<file path="src/rtl/mem_bus_arbiter.sv">
`default_nettype none
// +--------------------------------------------------------------------------+
// | mem_bus_arbiter: shares one req/ack memory bus between fetch and MEM     |
// | Revision: 1.0                                                            |
// +--------------------------------------------------------------------------+
module mem_bus_arbiter (
  input  logic        clk,
  input  logic        rst,
  input  logic [5:0]  stall,
  input  logic        flush,
  input  logic        if_ce,
  input  logic [31:0] if_addr,
  output logic [31:0] if_inst,
  output logic        stallreq_if,
  input  logic        mem_ce,
  input  logic        mem_we,
  input  logic [31:0] mem_addr,
  input  logic [31:0] mem_wdata,
  input  logic [3:0]  mem_sel,
  output logic [31:0] mem_rdata,
  output logic        stallreq_mem,
  output logic        bus_req,
  output logic        bus_we,
  output logic [31:0] bus_addr,
  output logic [31:0] bus_wdata,
  output logic [3:0]  bus_sel,
  input  logic [31:0] bus_rdata,
  input  logic        bus_ack
);

  localparam logic [1:0] c_IDLE     = 2'd0;
  localparam logic [1:0] c_IF_BUSY  = 2'd1;
  localparam logic [1:0] c_MEM_BUSY = 2'd2;
  localparam logic [1:0] c_ABORT    = 2'd3;

  logic [1:0]  state_q, state_d;
  logic        req_q, req_d;
  logic        we_q, we_d;
  logic [31:0] addr_q, addr_d;
  logic [31:0] wdata_q, wdata_d;
  logic [3:0]  sel_q, sel_d;
  logic        if_done_q, if_done_d;
  logic        mem_done_q, mem_done_d;
  logic [31:0] if_hold_q, if_hold_d;
  logic [31:0] mem_hold_q, mem_hold_d;

  logic if_pend, mem_pend, if_ack, mem_ack;
  logic unused_stall;

  assign if_pend  = if_ce & ~if_done_q;
  assign mem_pend = mem_ce & ~mem_done_q;
  assign if_ack   = (state_q == c_IF_BUSY) & bus_ack & ~flush;
  assign mem_ack  = (state_q == c_MEM_BUSY) & bus_ack & ~flush;
  assign unused_stall = ^{stall[5], stall[3:2], stall[0]};

  always_ff @(posedge clk) begin
    if (rst) begin
      state_q    <= c_IDLE;
      req_q      <= 1'b0;
      we_q       <= 1'b0;
      addr_q     <= 32'h0;
      wdata_q    <= 32'h0;
      sel_q      <= 4'h0;
      if_done_q  <= 1'b0;
      mem_done_q <= 1'b0;
      if_hold_q  <= 32'h0;
      mem_hold_q <= 32'h0;
    end else begin
      state_q    <= state_d;
      req_q      <= req_d;
      we_q       <= we_d;
      addr_q     <= addr_d;
      wdata_q    <= wdata_d;
      sel_q      <= sel_d;
      if_done_q  <= if_done_d;
      mem_done_q <= mem_done_d;
      if_hold_q  <= if_hold_d;
      mem_hold_q <= mem_hold_d;
    end
  end

  always_comb begin
    state_d    = state_q;
    req_d      = req_q;
    we_d       = we_q;
    addr_d     = addr_q;
    wdata_d    = wdata_q;
    sel_d      = sel_q;
    if_done_d  = if_done_q;
    mem_done_d = mem_done_q;
    if_hold_d  = if_hold_q;
    mem_hold_d = mem_hold_q;

    case (state_q)
      c_IDLE: begin
        if (!flush) begin
          if (mem_pend) begin
            state_d = c_MEM_BUSY;
            req_d   = 1'b1;
            we_d    = mem_we;
            addr_d  = mem_addr;
            wdata_d = mem_wdata;
            sel_d   = mem_sel;
          end else if (if_pend) begin
            state_d = c_IF_BUSY;
            req_d   = 1'b1;
            we_d    = 1'b0;
            addr_d  = if_addr;
            wdata_d = 32'h0;
            sel_d   = 4'hF;
          end
        end
      end
      c_IF_BUSY, c_MEM_BUSY: begin
        if (bus_ack) begin
          state_d = c_IDLE;
          req_d   = 1'b0;
        end else if (flush) begin
          state_d = c_ABORT;
        end
      end
      c_ABORT: begin
        // The abandoned transaction must still be closed by its one ack.
        if (bus_ack) begin
          state_d = c_IDLE;
          req_d   = 1'b0;
        end
      end
      default: begin
        state_d = c_IDLE;
        req_d   = 1'b0;
      end
    endcase

    if (if_ack && stall[1]) begin
      if_done_d = 1'b1;
      if_hold_d = bus_rdata;
    end else if (!stall[1] || flush) begin
      if_done_d = 1'b0;
    end

    if (mem_ack && stall[4]) begin
      mem_done_d = 1'b1;
      mem_hold_d = bus_rdata;
    end else if (!stall[4] || flush) begin
      mem_done_d = 1'b0;
    end
  end

  always_comb begin
    if_inst = 32'h0;
    if (if_ack) begin
      if_inst = bus_rdata;
    end else if (if_done_q) begin
      if_inst = if_hold_q;
    end

    mem_rdata = 32'h0;
    if (mem_ack) begin
      mem_rdata = bus_rdata;
    end else if (mem_done_q) begin
      mem_rdata = mem_hold_q;
    end

    stallreq_if  = if_pend & ~if_ack;
    stallreq_mem = mem_pend & ~mem_ack;
  end

  assign bus_req   = req_q;
  assign bus_we    = we_q;
  assign bus_addr  = addr_q;
  assign bus_wdata = wdata_q;
  assign bus_sel   = sel_q;

endmodule
`default_nettype wire

</file>
<file path="config.mk">
export PLATFORM = sky130hd
export DESIGN_NAME = mem_bus_arbiter
export DESIGN_NICKNAME = d
export VERILOG_FILES = /design/src/rtl/mem_bus_arbiter.sv
export SDC_FILE = /design/constraint.sdc
export NUM_CORES = 1
export LEC_CHECK = 0
export ABC_AREA = 1
export CAP_MARGIN = 5
export CORE_ASPECT_RATIO = 0.5
export CORE_UTILIZATION = 40
export CTS_BUF_LIST = sky130_fd_sc_hd__clkbuf_8
export CTS_CLUSTER_DIAMETER = 40
export DETAILED_ROUTE_END_ITERATION = 16
export PLACE_DENSITY_LB_ADDON = 0.2
export SETUP_SLACK_MARGIN = 0.15
export SYNTH_ARGS = -nofsm -noshare
export SYNTH_HDL_FRONTEND = slang
export SYNTH_SLANG_ARGS = --single-unit
</file>
<file path="constraint.sdc">
create_clock -name clk -period 4 [get_ports clk]
set_clock_uncertainty 0.05 [all_clocks]
set_input_delay 0.8 -clock clk [delete_from_list [all_inputs] [get_ports clk]]
set_output_delay 0.8 -clock clk [all_outputs]
set_load 0.02 [all_outputs]
</file>
==> metrics.csv <==
stage;metric;value;unit
status;status;completed;
die;Core Area;0.0156;sq mm
critical_path;startpoint types;input pin;
synthesis;synthesized area;0.00643;sq mm
global_routing;Overflow after GRT;0;
synthesis;syn_nets;1079;
global_routing;first-pass GRT wire length;31900;microns
power_and_ir_drop;Logic pwr share;33.9;%
die;Die W;181;microns
finish;area grow syn2layout;49.5;%
route;Post-Route WL;20100;microns
die;initial core utilization;41.3;%
min_path;Hold Path Origin;bus_wdata[21];
synthesis;Synth Warn #;0;
timing;slew margin rel.;24.1;%
cts;CTS tree;done;
finish;number of diodes;0;
timing;RSZ-0062 raised after global routing;false;
finish;layout cells sized above 1;6.88;%
timing;Slew @ Worst Pin;1.14;ns
critical_path;WP data required;3.15;ns
power_and_ir_drop;Internal;2.70;mW
critical_path;CP endpoint kind;output port;
critical_path;Critical R2R Launch;mem_done_q;
route;Starting DRT DRC Count;372;
die;Die Height;91.7;microns
finish;Layout Cells excl Fill;1381;
critical_path;CP Max Fanout;64;
critical_path;slowest stage cell on the critical path;clkdlybuf4s50_1;
die;count of boundary I/O pins;281;
critical_path;CP peak stage delay;0.67;ns
route;DR WL/cell;14.5;microns
route;vias per cell;4.98;
global_routing;busiest grt layer;met2;
route;Post-DRT Antenna Nets;0;
route;first drt pass iteration count;5;
power_and_ir_drop;static leakage;3.63;nW
timing;Max Clk Rate;270;MHz
cts;H-Tree Depth;4;
cts;# resized after CTS;0;
die;Die ar.;0.0166;sq mm
cts;CTS Hold Bufs;0;
power_and_ir_drop;PwrDens;433;mW/mm^2
power_and_ir_drop;Clk pwr share;27.3;%
place;Inst Count DP;1349;
critical_path;Cell Chain, Critical Path;clkdlybuf4s50_1 -> nand2_1 -> nor2_2 -> inv_2 -> buf_12 -> o21ai_0 -> clkdlybuf4s50_1;
timing;Max Slew Vio Count;0;
place;gpl congestion;0.800;
cts;clk sinks;138;
power_and_ir_drop;switching fraction of total power;35.2;%
cts;CTS clk-pin slew, worst paths;0.08;ns
critical_path;critical path type;in2out;
synthesis;synth unique cells;23;
run;Max-cap violations;0;
global_routing;GRT met1 Usage;28.3;%
timing;hold slack;0.414;ns
timing;crit path time final;3.70;ns
timing;final number of hold-violating endpoints;0;
finish;Layout Nets;1314;
route;vias;6878;
power_and_ir_drop;Final Power;4.16;mW
finish;Fillers;1425;
global_routing;total track usage;23.7;%
timing;Post-Route Setup TNS;0;ns
cts;worst skew pair latency;0.42;ns
critical_path;Critical Path Most Common Cell;clkdlybuf4s50_1;
cts;clk buf depth;2;
global_routing;grt met2 use;42.4;%
synthesis;FF+latch count, synth;138;
critical_path;Arrival @ worst endpoint;2.85;ns
global_routing;vias in the first global route;6385;
finish;Core Util, Final;61.8;%
cts;CTS Root Buffer Type;clkbuf_8;
synthesis;cell count after synthesis;929;
finish;area of the multi-input gates;0.00315;sq mm
global_routing;M3 GR Usage;4.81;%
power_and_ir_drop;VDD IR-drop max;0.000201;V
power_and_ir_drop;Psw;1.46;mW
place;I/O Buffers;276;
timing;# setup viols final;0;
min_path;worst hold path class;reg2reg;
power_and_ir_drop;sequential power share;38.8;%
synthesis;sequential fraction of the synthesis area;42.9;%
finish;register area;0.00276;sq mm
synthesis;Avg Cell Area, Syn;6.93;sq um
global_routing;initial antenna violation count;0;
route;DRC;0;
cts;CTS Buf Count;17;
place;hpwl dp;13100;microns
critical_path;CP Launch Point;bus_ack;
cts;Post-CTS Setup Repair Bufs;0;
timing;period utilisation layout;92.6;%
global_routing;pin count of the biggest net entering global routing;99;
die;num rows;32;
==> final cells by class <==
cell class / count / share of cell area (%)
clock buffers: 17 / 2.43
inverters: 46 / 1.80
multi-input cells: 674 / 32.7
flip-flops and latches: 138 / 28.7
clock inverters: 15 / 1.59
repair buffers: 287 / 30.1
well taps: 204 / 2.65
==> cells in the mapped netlist <==
cell type | instances | area share [%]
a21oi_1 | 128 | 10
a21oi_2 | 10 | 1.4
buf_12 | 1 | 0.31
buf_2 | 32 | 2.5
buf_4 | 7 | 0.82
buf_6 | 1 | 0.17
clkbuf_1 | 30 | 1.7
dfxtp_1 | 138 | 43
ha_1 | 5 | 0.97
inv_1 | 40 | 2.3
inv_2 | 6 | 0.35
nand2_1 | 293 | 17
nand2_2 | 1 | 0.097
nand2_4 | 14 | 2.4
nand3_1 | 72 | 5.6
nor2_1 | 43 | 2.5
nor2_2 | 1 | 0.097
nor2_4 | 1 | 0.17
nor3_4 | 1 | 0.25
o21a_1 | 1 | 0.12
o21ai_0 | 89 | 6.9
o21ai_1 | 11 | 0.86
or2_2 | 4 | 0.39
==> kinds of logic after synthesis <==
| kind of cell | synth area share [%] |
|---|---|
| buffers and inverters | 8.22 |
| AO/OA/AOI/OAI | 19.2 |
| flip-flops | 42.9 |
| AND/OR/NAND/NOR | 28.7 |
| adder cells (fa/ha/maj) | 0.972 |
==> registers in the layout (all words and copies together) (netlist names) <==
signal      flops
bus_addr       32
bus_req         1
bus_sel         4
bus_wdata      32
bus_we          1
if_done_q       1
if_hold_q      32
mem_done_q      1
mem_hold_q     32
state_q         2
==> placed cells by master, fill, tap and decap left out, types with 8 or more instances in the layout <==
cell / count
nand2_1: 293
inv_1: 42
nor2_1: 43
o21ai_0: 89
a21oi_1: 128
o21ai_1: 11
nand3_1: 71
clkdlybuf4s50_1: 275
buf_4: 8
a21oi_2: 10
clkbuf_8: 17
nand2_4: 14
dfxtp_1: 138
==> critical path: cells and delay by family <==
family	cells	cell delay, ns
compound gates	1	0.28
simple gates	2	0.27
buf+inv	4	1.48
==> path summary, 6_finish.rpt <==
path / to / slack [ns] / cells after the start
min reg2reg: bus_wdata[21] / 0.41 / 2
min: bus_wdata[21] / 0.41 / 2
max reg2reg: bus_addr[17] / 1.05 / 8
max: mem_rdata[15] / 0.30 / 7
==> power by group through the flow <==
| stage | Clock, mW | Sequential [mW] | Combinational, mW |
|---|---|---|---|
| floorplan | 0 | 1.78 | 0.671 |
| global placement | 0 | 1.64 | 1.39 |
| detailed placement | 0 | 1.65 | 1.41 |
| CTS | 1.17 | 1.61 | 1.42 |
| global route | 1.22 | 1.63 | 1.53 |
| finish | 1.14 | 1.61 | 1.41 |
==> per-layer routing <==
metal	up-vias	routed length [microns]	part of all wire [%]
met5	-	0	0
met1	3159	8700	43
li1	3482	-	-
met4	0	352	1.8
met3	25	1100	5.5
met2	212	9930	49
==> metrics by stage <==
step                      setup WS (ns)  cell area, sq um
after global routing              0.214              9620
after global placement            0.364              9230
final                             0.296              9620
after floorplan                    1.40              6430
after CTS                         0.330              9620
after detailed placement          0.358              9230
(Power assumes the default switching activity.)
